==> src/rtl/perf_counter_ctrl.sv <==
// ---------------------------------------------------------------------------
// perf_counter_ctrl
//
// Purpose:
//   Controller and scheduler for a bank of event counters used for core
//   performance monitoring. Each slot picks one bit of the shared event bus.
//   Software starts, stops, clears and re-targets a slot through a one-per-
//   cycle command port. A slot runs free (window 0) or for a fixed number of
//   cycles, after which it freezes and raises a level done flag. A registered
//   read port returns a slot's value and status.
//
// Ports:
//   clk        in   core clock, all state changes on posedge
//   reset_n    in   synchronous active-low reset
//   event_in   in   [NUM_EVENTS] per-cycle event levels
//   cmd_valid  in   command present
//   cmd_ready  out  command can be accepted (low during and one cycle after reset)
//   cmd_op     in   [2] 0=SELECT 1=START 2=STOP 3=CLEAR
//   cmd_index  in   target slot
//   cmd_arg    in   [COUNTER_WIDTH] SELECT: event index, START: window length
//   rd_en      in   read request
//   rd_index   in   slot to read
//   rd_valid   out  read data valid, one cycle after rd_en
//   rd_value   out  [COUNTER_WIDTH] value of the slot read
//   rd_status  out  [4] {overflow, done, state[1:0]} of the slot read
//   done_irq   out  [NUM_COUNTERS] per-slot level done flag
// ---------------------------------------------------------------------------
module perf_counter_ctrl #(
  parameter int NUM_COUNTERS  = 4,
  parameter int NUM_EVENTS    = 8,
  parameter int COUNTER_WIDTH = 32
) (
  input  logic                            clk,
  input  logic                            reset_n,
  input  logic [NUM_EVENTS-1:0]           event_in,
  input  logic                            cmd_valid,
  output logic                            cmd_ready,
  input  logic [1:0]                      cmd_op,
  input  logic [$clog2(NUM_COUNTERS)-1:0] cmd_index,
  input  logic [COUNTER_WIDTH-1:0]        cmd_arg,
  input  logic                            rd_en,
  input  logic [$clog2(NUM_COUNTERS)-1:0] rd_index,
  output logic                            rd_valid,
  output logic [COUNTER_WIDTH-1:0]        rd_value,
  output logic [3:0]                      rd_status,
  output logic [NUM_COUNTERS-1:0]         done_irq
);

  localparam int IDX_W = $clog2(NUM_COUNTERS);
  localparam int SEL_W = (NUM_EVENTS > 1) ? $clog2(NUM_EVENTS) : 1;

  localparam logic [1:0] OP_SELECT = 2'd0;
  localparam logic [1:0] OP_START  = 2'd1;
  localparam logic [1:0] OP_STOP   = 2'd2;
  localparam logic [1:0] OP_CLEAR  = 2'd3;

  localparam logic [COUNTER_WIDTH-1:0] CNT_ZERO = {COUNTER_WIDTH{1'b0}};
  localparam logic [COUNTER_WIDTH-1:0] CNT_ONE  = {{(COUNTER_WIDTH-1){1'b0}}, 1'b1};
  localparam logic [COUNTER_WIDTH-1:0] EV_LIMIT = COUNTER_WIDTH'(NUM_EVENTS);

  typedef enum logic [1:0] {
    ST_IDLE = 2'd0,
    ST_RUN  = 2'd1,
    ST_DONE = 2'd2
  } state_e;

  // Per-slot state
  state_e                   state_q  [NUM_COUNTERS];
  state_e                   state_d  [NUM_COUNTERS];
  logic [COUNTER_WIDTH-1:0] value_q  [NUM_COUNTERS];
  logic [COUNTER_WIDTH-1:0] value_d  [NUM_COUNTERS];
  logic [COUNTER_WIDTH-1:0] window_q [NUM_COUNTERS];
  logic [COUNTER_WIDTH-1:0] window_d [NUM_COUNTERS];
  logic [SEL_W-1:0]         sel_q    [NUM_COUNTERS];
  logic [SEL_W-1:0]         sel_d    [NUM_COUNTERS];
  logic [NUM_COUNTERS-1:0]  ovf_q;
  logic [NUM_COUNTERS-1:0]  ovf_d;
  logic [NUM_COUNTERS-1:0]  done_q;
  logic [NUM_COUNTERS-1:0]  done_d;

  // Command / read port state
  logic                     cmd_ready_q;
  logic                     cmd_ready_d;
  logic                     rd_valid_q;
  logic                     rd_valid_d;
  logic [COUNTER_WIDTH-1:0] rd_value_q;
  logic [COUNTER_WIDTH-1:0] rd_value_d;
  logic [3:0]               rd_status_q;
  logic [3:0]               rd_status_d;

  // Decoded per-slot command hit
  logic [NUM_COUNTERS-1:0]  cmd_hit_s;
  logic                     cmd_accept_s;
  logic                     arg_sel_ok_s;

  assign cmd_accept_s = cmd_valid && cmd_ready_q;
  // Out-of-range SELECT arguments are accepted but leave the select alone.
  assign arg_sel_ok_s = (cmd_arg < EV_LIMIT);

  // Decode which slot the accepted command targets.
  always_comb begin
    for (int i = 0; i < NUM_COUNTERS; i++) begin
      cmd_hit_s[i] = cmd_accept_s && (cmd_index == IDX_W'(i));
    end
  end

  // State register plus all datapath and read-port flops.
  always_ff @(posedge clk) begin
    if (!reset_n) begin
      for (int i = 0; i < NUM_COUNTERS; i++) begin
        state_q[i]  <= ST_IDLE;
        value_q[i]  <= CNT_ZERO;
        window_q[i] <= CNT_ZERO;
        sel_q[i]    <= {SEL_W{1'b0}};
      end
      ovf_q       <= {NUM_COUNTERS{1'b0}};
      done_q      <= {NUM_COUNTERS{1'b0}};
      cmd_ready_q <= 1'b0;
      rd_valid_q  <= 1'b0;
      rd_value_q  <= CNT_ZERO;
      rd_status_q <= 4'd0;
    end else begin
      for (int i = 0; i < NUM_COUNTERS; i++) begin
        state_q[i]  <= state_d[i];
        value_q[i]  <= value_d[i];
        window_q[i] <= window_d[i];
        sel_q[i]    <= sel_d[i];
      end
      ovf_q       <= ovf_d;
      done_q      <= done_d;
      cmd_ready_q <= cmd_ready_d;
      rd_valid_q  <= rd_valid_d;
      rd_value_q  <= rd_value_d;
      rd_status_q <= rd_status_d;
    end
  end

  // Next-state logic: a command to the slot outranks window expiry.
  always_comb begin
    for (int i = 0; i < NUM_COUNTERS; i++) begin
      state_d[i] = state_q[i];
      if (cmd_hit_s[i] && (cmd_op == OP_START)) begin
        state_d[i] = ST_RUN;
      end else if (cmd_hit_s[i] && (cmd_op == OP_STOP)) begin
        // STOP only leaves RUN; IDLE and DONE are unaffected.
        if (state_q[i] == ST_RUN) begin
          state_d[i] = ST_IDLE;
        end else begin
          state_d[i] = state_q[i];
        end
      end else if (cmd_hit_s[i] && (cmd_op == OP_CLEAR)) begin
        state_d[i] = ST_IDLE;
      end else if ((state_q[i] == ST_RUN) && (window_q[i] == CNT_ONE)) begin
        state_d[i] = ST_DONE;
      end else begin
        state_d[i] = state_q[i];
      end
    end
  end

  // Per-slot datapath: value, window, select, overflow and done flags.
  always_comb begin
    logic count_en;
    logic ev_bit;
    for (int i = 0; i < NUM_COUNTERS; i++) begin
      value_d[i]  = value_q[i];
      window_d[i] = window_q[i];
      sel_d[i]    = sel_q[i];
      ovf_d[i]    = ovf_q[i];
      done_d[i]   = done_q[i];
      ev_bit      = event_in[sel_q[i]];
      count_en    = (state_q[i] == ST_RUN);

      if (cmd_hit_s[i]) begin
        case (cmd_op)
          OP_SELECT: begin
            // The new select applies from the next cycle; this cycle still
            // counts on the old source.
            if (arg_sel_ok_s) begin
              sel_d[i] = cmd_arg[SEL_W-1:0];
            end else begin
              sel_d[i] = sel_q[i];
            end
          end
          OP_START: begin
            // Value is kept so a START resumes; events this cycle are ignored.
            count_en    = 1'b0;
            window_d[i] = cmd_arg;
            ovf_d[i]    = 1'b0;
            done_d[i]   = 1'b0;
          end
          OP_STOP: begin
            count_en = 1'b0;
          end
          OP_CLEAR: begin
            count_en    = 1'b0;
            value_d[i]  = CNT_ZERO;
            window_d[i] = CNT_ZERO;
            ovf_d[i]    = 1'b0;
            done_d[i]   = 1'b0;
          end
          default: begin
            count_en = 1'b0;
          end
        endcase
      end else begin
        count_en = (state_q[i] == ST_RUN);
      end

      if (count_en) begin
        if (ev_bit) begin
          value_d[i] = value_q[i] + CNT_ONE;
          // Sticky overflow on wrap from all-ones; counting carries on.
          if (&value_q[i]) begin
            ovf_d[i] = 1'b1;
          end else begin
            ovf_d[i] = ovf_q[i];
          end
        end else begin
          value_d[i] = value_q[i];
        end
        // A nonzero window ticks down every running cycle, events or not.
        if (window_q[i] != CNT_ZERO) begin
          window_d[i] = window_q[i] - CNT_ONE;
          if (window_q[i] == CNT_ONE) begin
            done_d[i] = 1'b1;
          end else begin
            done_d[i] = done_q[i];
          end
        end else begin
          window_d[i] = window_q[i];
        end
      end else begin
        ev_bit = 1'b0;
      end
    end
  end

  // Command-ready and read-port next values; reads see pre-edge slot state.
  always_comb begin
    cmd_ready_d = 1'b1;
    rd_valid_d  = rd_en;
    rd_value_d  = rd_value_q;
    rd_status_d = rd_status_q;
    if (rd_en) begin
      rd_value_d  = value_q[rd_index];
      rd_status_d = {ovf_q[rd_index], done_q[rd_index], state_q[rd_index]};
    end else begin
      rd_value_d  = rd_value_q;
      rd_status_d = rd_status_q;
    end
  end

  assign cmd_ready = cmd_ready_q;
  assign rd_valid  = rd_valid_q;
  assign rd_value  = rd_value_q;
  assign rd_status = rd_status_q;
  assign done_irq  = done_q;

endmodule

==> config.mk <==
export PLATFORM = sky130hd
export DESIGN_NAME = perf_counter_ctrl
export DESIGN_NICKNAME = d
export VERILOG_FILES = /design/src/rtl/perf_counter_ctrl.sv
export SDC_FILE = /design/constraint.sdc
export NUM_CORES = 1
export LEC_CHECK = 0
export CORE_UTILIZATION = 45
export CTS_BUF_LIST = sky130_fd_sc_hd__clkbuf_4 sky130_fd_sc_hd__clkbuf_8
export DETAILED_ROUTE_END_ITERATION = 8
export GPL_TIMING_DRIVEN = 0
export PLACE_DENSITY = 0.62
export RECOVER_POWER = 25
export SLEW_MARGIN = 20
export SYNTH_ARGS = -nofsm -noshare
export SYNTH_HDL_FRONTEND = slang
export SYNTH_SLANG_ARGS = --single-unit
==> constraint.sdc <==
create_clock -name clk -period 6.71 [get_ports clk]
set_input_delay 2.013 -clock clk [delete_from_list [all_inputs] [get_ports clk]]
set_output_delay 2.013 -clock clk [all_outputs]
set_load 0.01 [all_outputs]
### Yosys cells after proc, flatten, opt, wreduce, memory -nomap -nowiden

Memory sizes are Yosys's and may differ from the RTL's. A register that Yosys moved wholly into a read port is not among the register bits.
Index checks and enable logic that the tools add are counted.

* flip-flop bits (word level): 14
* memory bits (writable): 276
* input bits: 50
* word-level logic and storage cells: 244
* memories: 4

* add/sub/neg operators: 8
* $lt $le $gt $ge: 6
* equality and inequality tests: 22
* mux-type cells: 142
* bitwise gates (word level): 16
* reductions and logical operators: 35

Memories
* value_q: words 4, bits a word 32, read ports 5, clocked after Yosys merged registers in 1, write ports 4, line 70 `logic [COUNTER_WIDTH-1:0] value_q [NUM_COUNTERS];`
* window_q: words 4, bits a word 32, read ports 4, clocked after Yosys merged registers in 0, write ports 4, line 72 `logic [COUNTER_WIDTH-1:0] window_q [NUM_COUNTERS];`
* sel_q: words 4, bits a word 3, read ports 4, clocked after Yosys merged registers in 0, write ports 4, line 74 `logic [SEL_W-1:0] sel_q [NUM_COUNTERS];`
* state_q: words 4, bits a word 2, read ports 5, clocked after Yosys merged registers in 1, write ports 4, line 68 `state_e state_q [NUM_COUNTERS];`

Operators by type and width (number)
* 32-bit two-way mux: 36
* 32-bit one-hot mux with 2 select lines: 4
* 32-bit by 1-bit adder with 32-bit output (second input constant): 4
* 32-bit by 1-bit == test with 1-bit output (second input constant): 4
* 32-bit AND reduction: 4
* 32-bit nonzero test: 4
* 32-bit by 1-bit subtractor with 32-bit output (second input constant): 4
* 1-bit two-way mux: 56
* 2-bit two-way mux: 24
* 3-bit two-way mux: 16
* 32-bit by 4-bit less-than comparator with 1-bit output (second input constant): 1
* 1-bit logical AND: 21
* 3-bit by 4-bit less-than comparator with 1-bit output (second input constant): 4
* 1-bit bitwise OR: 16
* 1-bit binary-select mux with 3-bit select: 4
* 2-bit by 1-bit == test with 1-bit output (second input constant): 6
* 3-bit by 2-bit inequality test with 1-bit output (second input constant): 4
* 3-bit inequality test (second input constant): 4
* 2-bit == test (second input constant): 4
* 1-bit binary-select mux with 2-bit select: 2
* 2-bit logical NOT: 2
* 2-bit by 3-bit less-than comparator with 1-bit output (second input constant): 1
* 3-bit OR reduction: 1
* 1-bit logical NOT: 2
* 2-bit OR reduction: 1

### Depth between registers and ports, before layout

An unclocked memory read counts as a cell.

* depth in word-level cells: 8
* gate-level depth with buffers: 12

### Worst setup path after synthesis

No wires, ideal clock.

* path type: input to register
* start point: in cmd_valid
* end point: mem value_q[0][21]
* setup time: 70 ps
* data arrival time: 4068 ps
* required time: 6640 ps
* slack: 2571 ps
* cell stages on the path: 10
* path through: clkbuf_1 nand4bb_1 clkbuf_1 o21ai_1 o21a_1 or4_1 clkbuf_1 clkbuf_1 or3_1 a21oi_1

RTL lines
* start, declared: line 36 `input logic cmd_valid,`
* end, declared: line 70

==> flow_summary.toml <==
[synthesis]
synth_top_cell_area_share_pct = 35.75
syn_area_um2 = 18030
synthesis.nets = 2315
synth.area.top_cells = "dfxtp_1, nor2_1, mux4_2, a21oi_1, o21ai_0"
ys_ff_latch = 322
ys_warn_count = 0
syn-instance-count = 2253
synth_edf_count = 0
yosysTopAreaCell = "dfxtp_1"
ys_types = 82
synthArstFlopShare_pct = 0
ys_seq_area_share_pct = 35.75
synth_flop_cell = "dfxtp_1"
avgSynthCellArea_um2 = 8.004

[sta]
worst_pin_slew_ns = 1.302
holdWs_ns = 0.4569
clock.fmax_mhz = 189.4
rsz0062_at_grt = "false"
layout_worst_path_cycle_share_pct = 78.68
period_needed_ns = 5.280
hold_viol_final = 0
maxSlewHeadroom_pct = 13.18
clock_skew_ns = 0.02685
setup_viol = 0
finalMaxSlewViolations = 0
fin_setup_tns_ns = 0

[run_status]
status = "finished clean"

[pwr]
leakagePower_uw = 0.007297
p_per_area_nw_per_um2 = 220.7
vdd_ir_drop_max_mv = 0.1671

[global_route]
grt_max_degree = 16
grt_pass1_wl_um = 112300
track_usage_pct = 36.11
grt_antenna_before_repair = 1
first_global_vias = 18220
grt_remaining_overflow = 0

[floorplanning]
die_area_um2 = 40880
ios = 92
die_h_um = 202.2
num_rows = 72
die-width_um = 202.2
start_util_pct = 46.12
coreArea_um2 = 39100

[clock_network]
clock_path_buffers = 3
cts_tree = "built"
clkTransAtPathRegs_ns = 0.06
cts_max_level = 2
cts_resized = 0
clkSinkCount = 322
cts_root_buf = "clkbuf_8"
cts_buffers = 58
post-cts-setup-buffers = 0
holdBufCountCts = 0
clk_latency_ns = 0.68

[finish]
antenna_cells = 0
mostFrequentLayoutCells = "nor2_1, dfxtp_1, a21oi_1, nand2_1, o21ai_0"
final_common_cell = "nor2_1"
finalNetCount = 2461
fill_cells = 3809
stdcell_count = 2965
drive_above_1_share_pct = 8.500
area_delta_synth_final_pct = 15.71

[setup_path]
cp_num_buf_inv = 4
cp-start-kind = "primary input"
setup.worst_path.class = "in -> reg"
endpoint_kind = "flop"
crit_fanout = 10
crit_arrival_ns = 5.81
worst_ep_required_time_ns = 7.24
worstPathCellList = "clkdlybuf4s50_1 -> clkbuf_1 -> nand4b_1 -> o21a_1 -> clkbuf_1 -> a21oi_2 -> clkbuf_1 -> nor4_1 -> xnor2_1 -> nor2_1"
cp_slowest_cell = "a21oi_2"
crit_family = "buffers and inverters"
crit_path_frequent_cell = "clkbuf_1"
max_stage_delay_ns = 0.74

[detailed_routing]
first_pass_iters = 7
vias = 18990
drc_errors = 0
first_iter_violations = 1877
vias_per_cell = 6.405
drt-total-wl_um = 74440
wl_per_cell_um = 25.11
ant_nets = 0

[placed_design]
gp_congestion = 0.9655
dp_hpwl_um = 53740
numPortBuffers = 86
post-place-cells = 2857

[flow_run]
drv_cap = 0

[min_path]
min_path_type = "reg -> reg"
## worst reg2reg max path: stages (launching register included)
cell and delay, ns:
dfxtp_1 0.36, clkbuf_1 0.25, nand4bb_1 0.16, clkbuf_1 0.22, o21ai_0 0.78, clkbuf_1 0.48
clkbuf_1 0.53, buf_1 0.54, nor2_1 0.13, o211ai_1 0.18, o31ai_1 0.09
## registers in the layout (all words and copies together) (netlist names)
register / flops
value_q: 128
rd_value: 32
rd_valid: 1
rd_status: 4
cmd_ready: 1
window_q: 128
done_irq: 4
state_q: 8
sel_q: 12
ovf_q: 4
## metrics by stage
stage               instance area [um2]  utilization (%)  worst slack [ns]  power [uW]
finish                            20870            53.37             1.430        4606
global route                      20870            53.37             1.381        4750
CTS                               20840            53.30             1.303        4607
detailed placement                19550            50.01            0.6207        2573
global placement                  19540            49.98            0.6522        2575
floorplan                         18030                -             2.571        2336
## cells by family (layout without fill, tap and decap cells)
logic type | Yosys count | count (layout) | synth area share, %
fa+ha+maj | 12 | 12 | 0.8326
mux | 98 | 98 | 8.506
xor+xnor | 106 | 106 | 5.148
compound gates | 530 | 530 | 17.79
simple gates | 1004 | 1004 | 27.70
buf+inv | 181 | 375 | 4.281
flops | 322 | 322 | 35.75
## cell usage after synthesis, types with 31 or more instances
cell / count
or3_1: 39
nor2_1: 328
mux4_2: 44
nor4_1: 51
clkbuf_1: 124
mux2i_1: 52
dfxtp_1: 322
xor2_1: 31
a31oi_1: 45
nor3_1: 104
nand4_1: 55
a21oi_1: 172
nand2_1: 168
o21ai_0: 152
nand3_1: 110
xnor2_1: 75
## cell type report
cell class | instances | area (um2) | area share [%]
buffer | 157 | 681.9 | 3.268
clock buffer | 100 | 1239 | 5.936
clock inverter | 8 | 47.55 | 0.2278
inverter | 24 | 90.09 | 0.4317
multi-input combinational | 1750 | 10850 | 52.01
sequential | 322 | 6446 | 30.89
tap | 518 | 648.1 | 3.106
timing repair buffer | 86 | 860.8 | 4.125
## worst paths after layout
kind                                   start               to  slack [ns]  cells past startpoint
worst max-delay path            cmd_index[0]   value_q[1][31]        1.43                     10
worst min register to register      ovf_q[2]         ovf_q[2]        0.46                      2
worst min-delay path                ovf_q[2]         ovf_q[2]        0.46                      2
worst max register to register     cmd_ready  window_q[0][14]        2.86                     10
## where the power goes
part	internal [uW]	leakage, uW	total, uW	switching (uW)
clock network	1160	0.000695	2050	893
registers	1930	0.00260	1950	17.2
logic	177	0.00401	613	436
## routing by layer
layer  wire length [um]  up-vias  global-route usage [%]
met1              28620     9069                   44.04
li1                   -     8600                       -
met4               4914        2                   22.58
met2              33980     1063                   58.86
met5                 16        -                       0
met3               6911      256                   6.643
(Power assumes the default switching activity.)
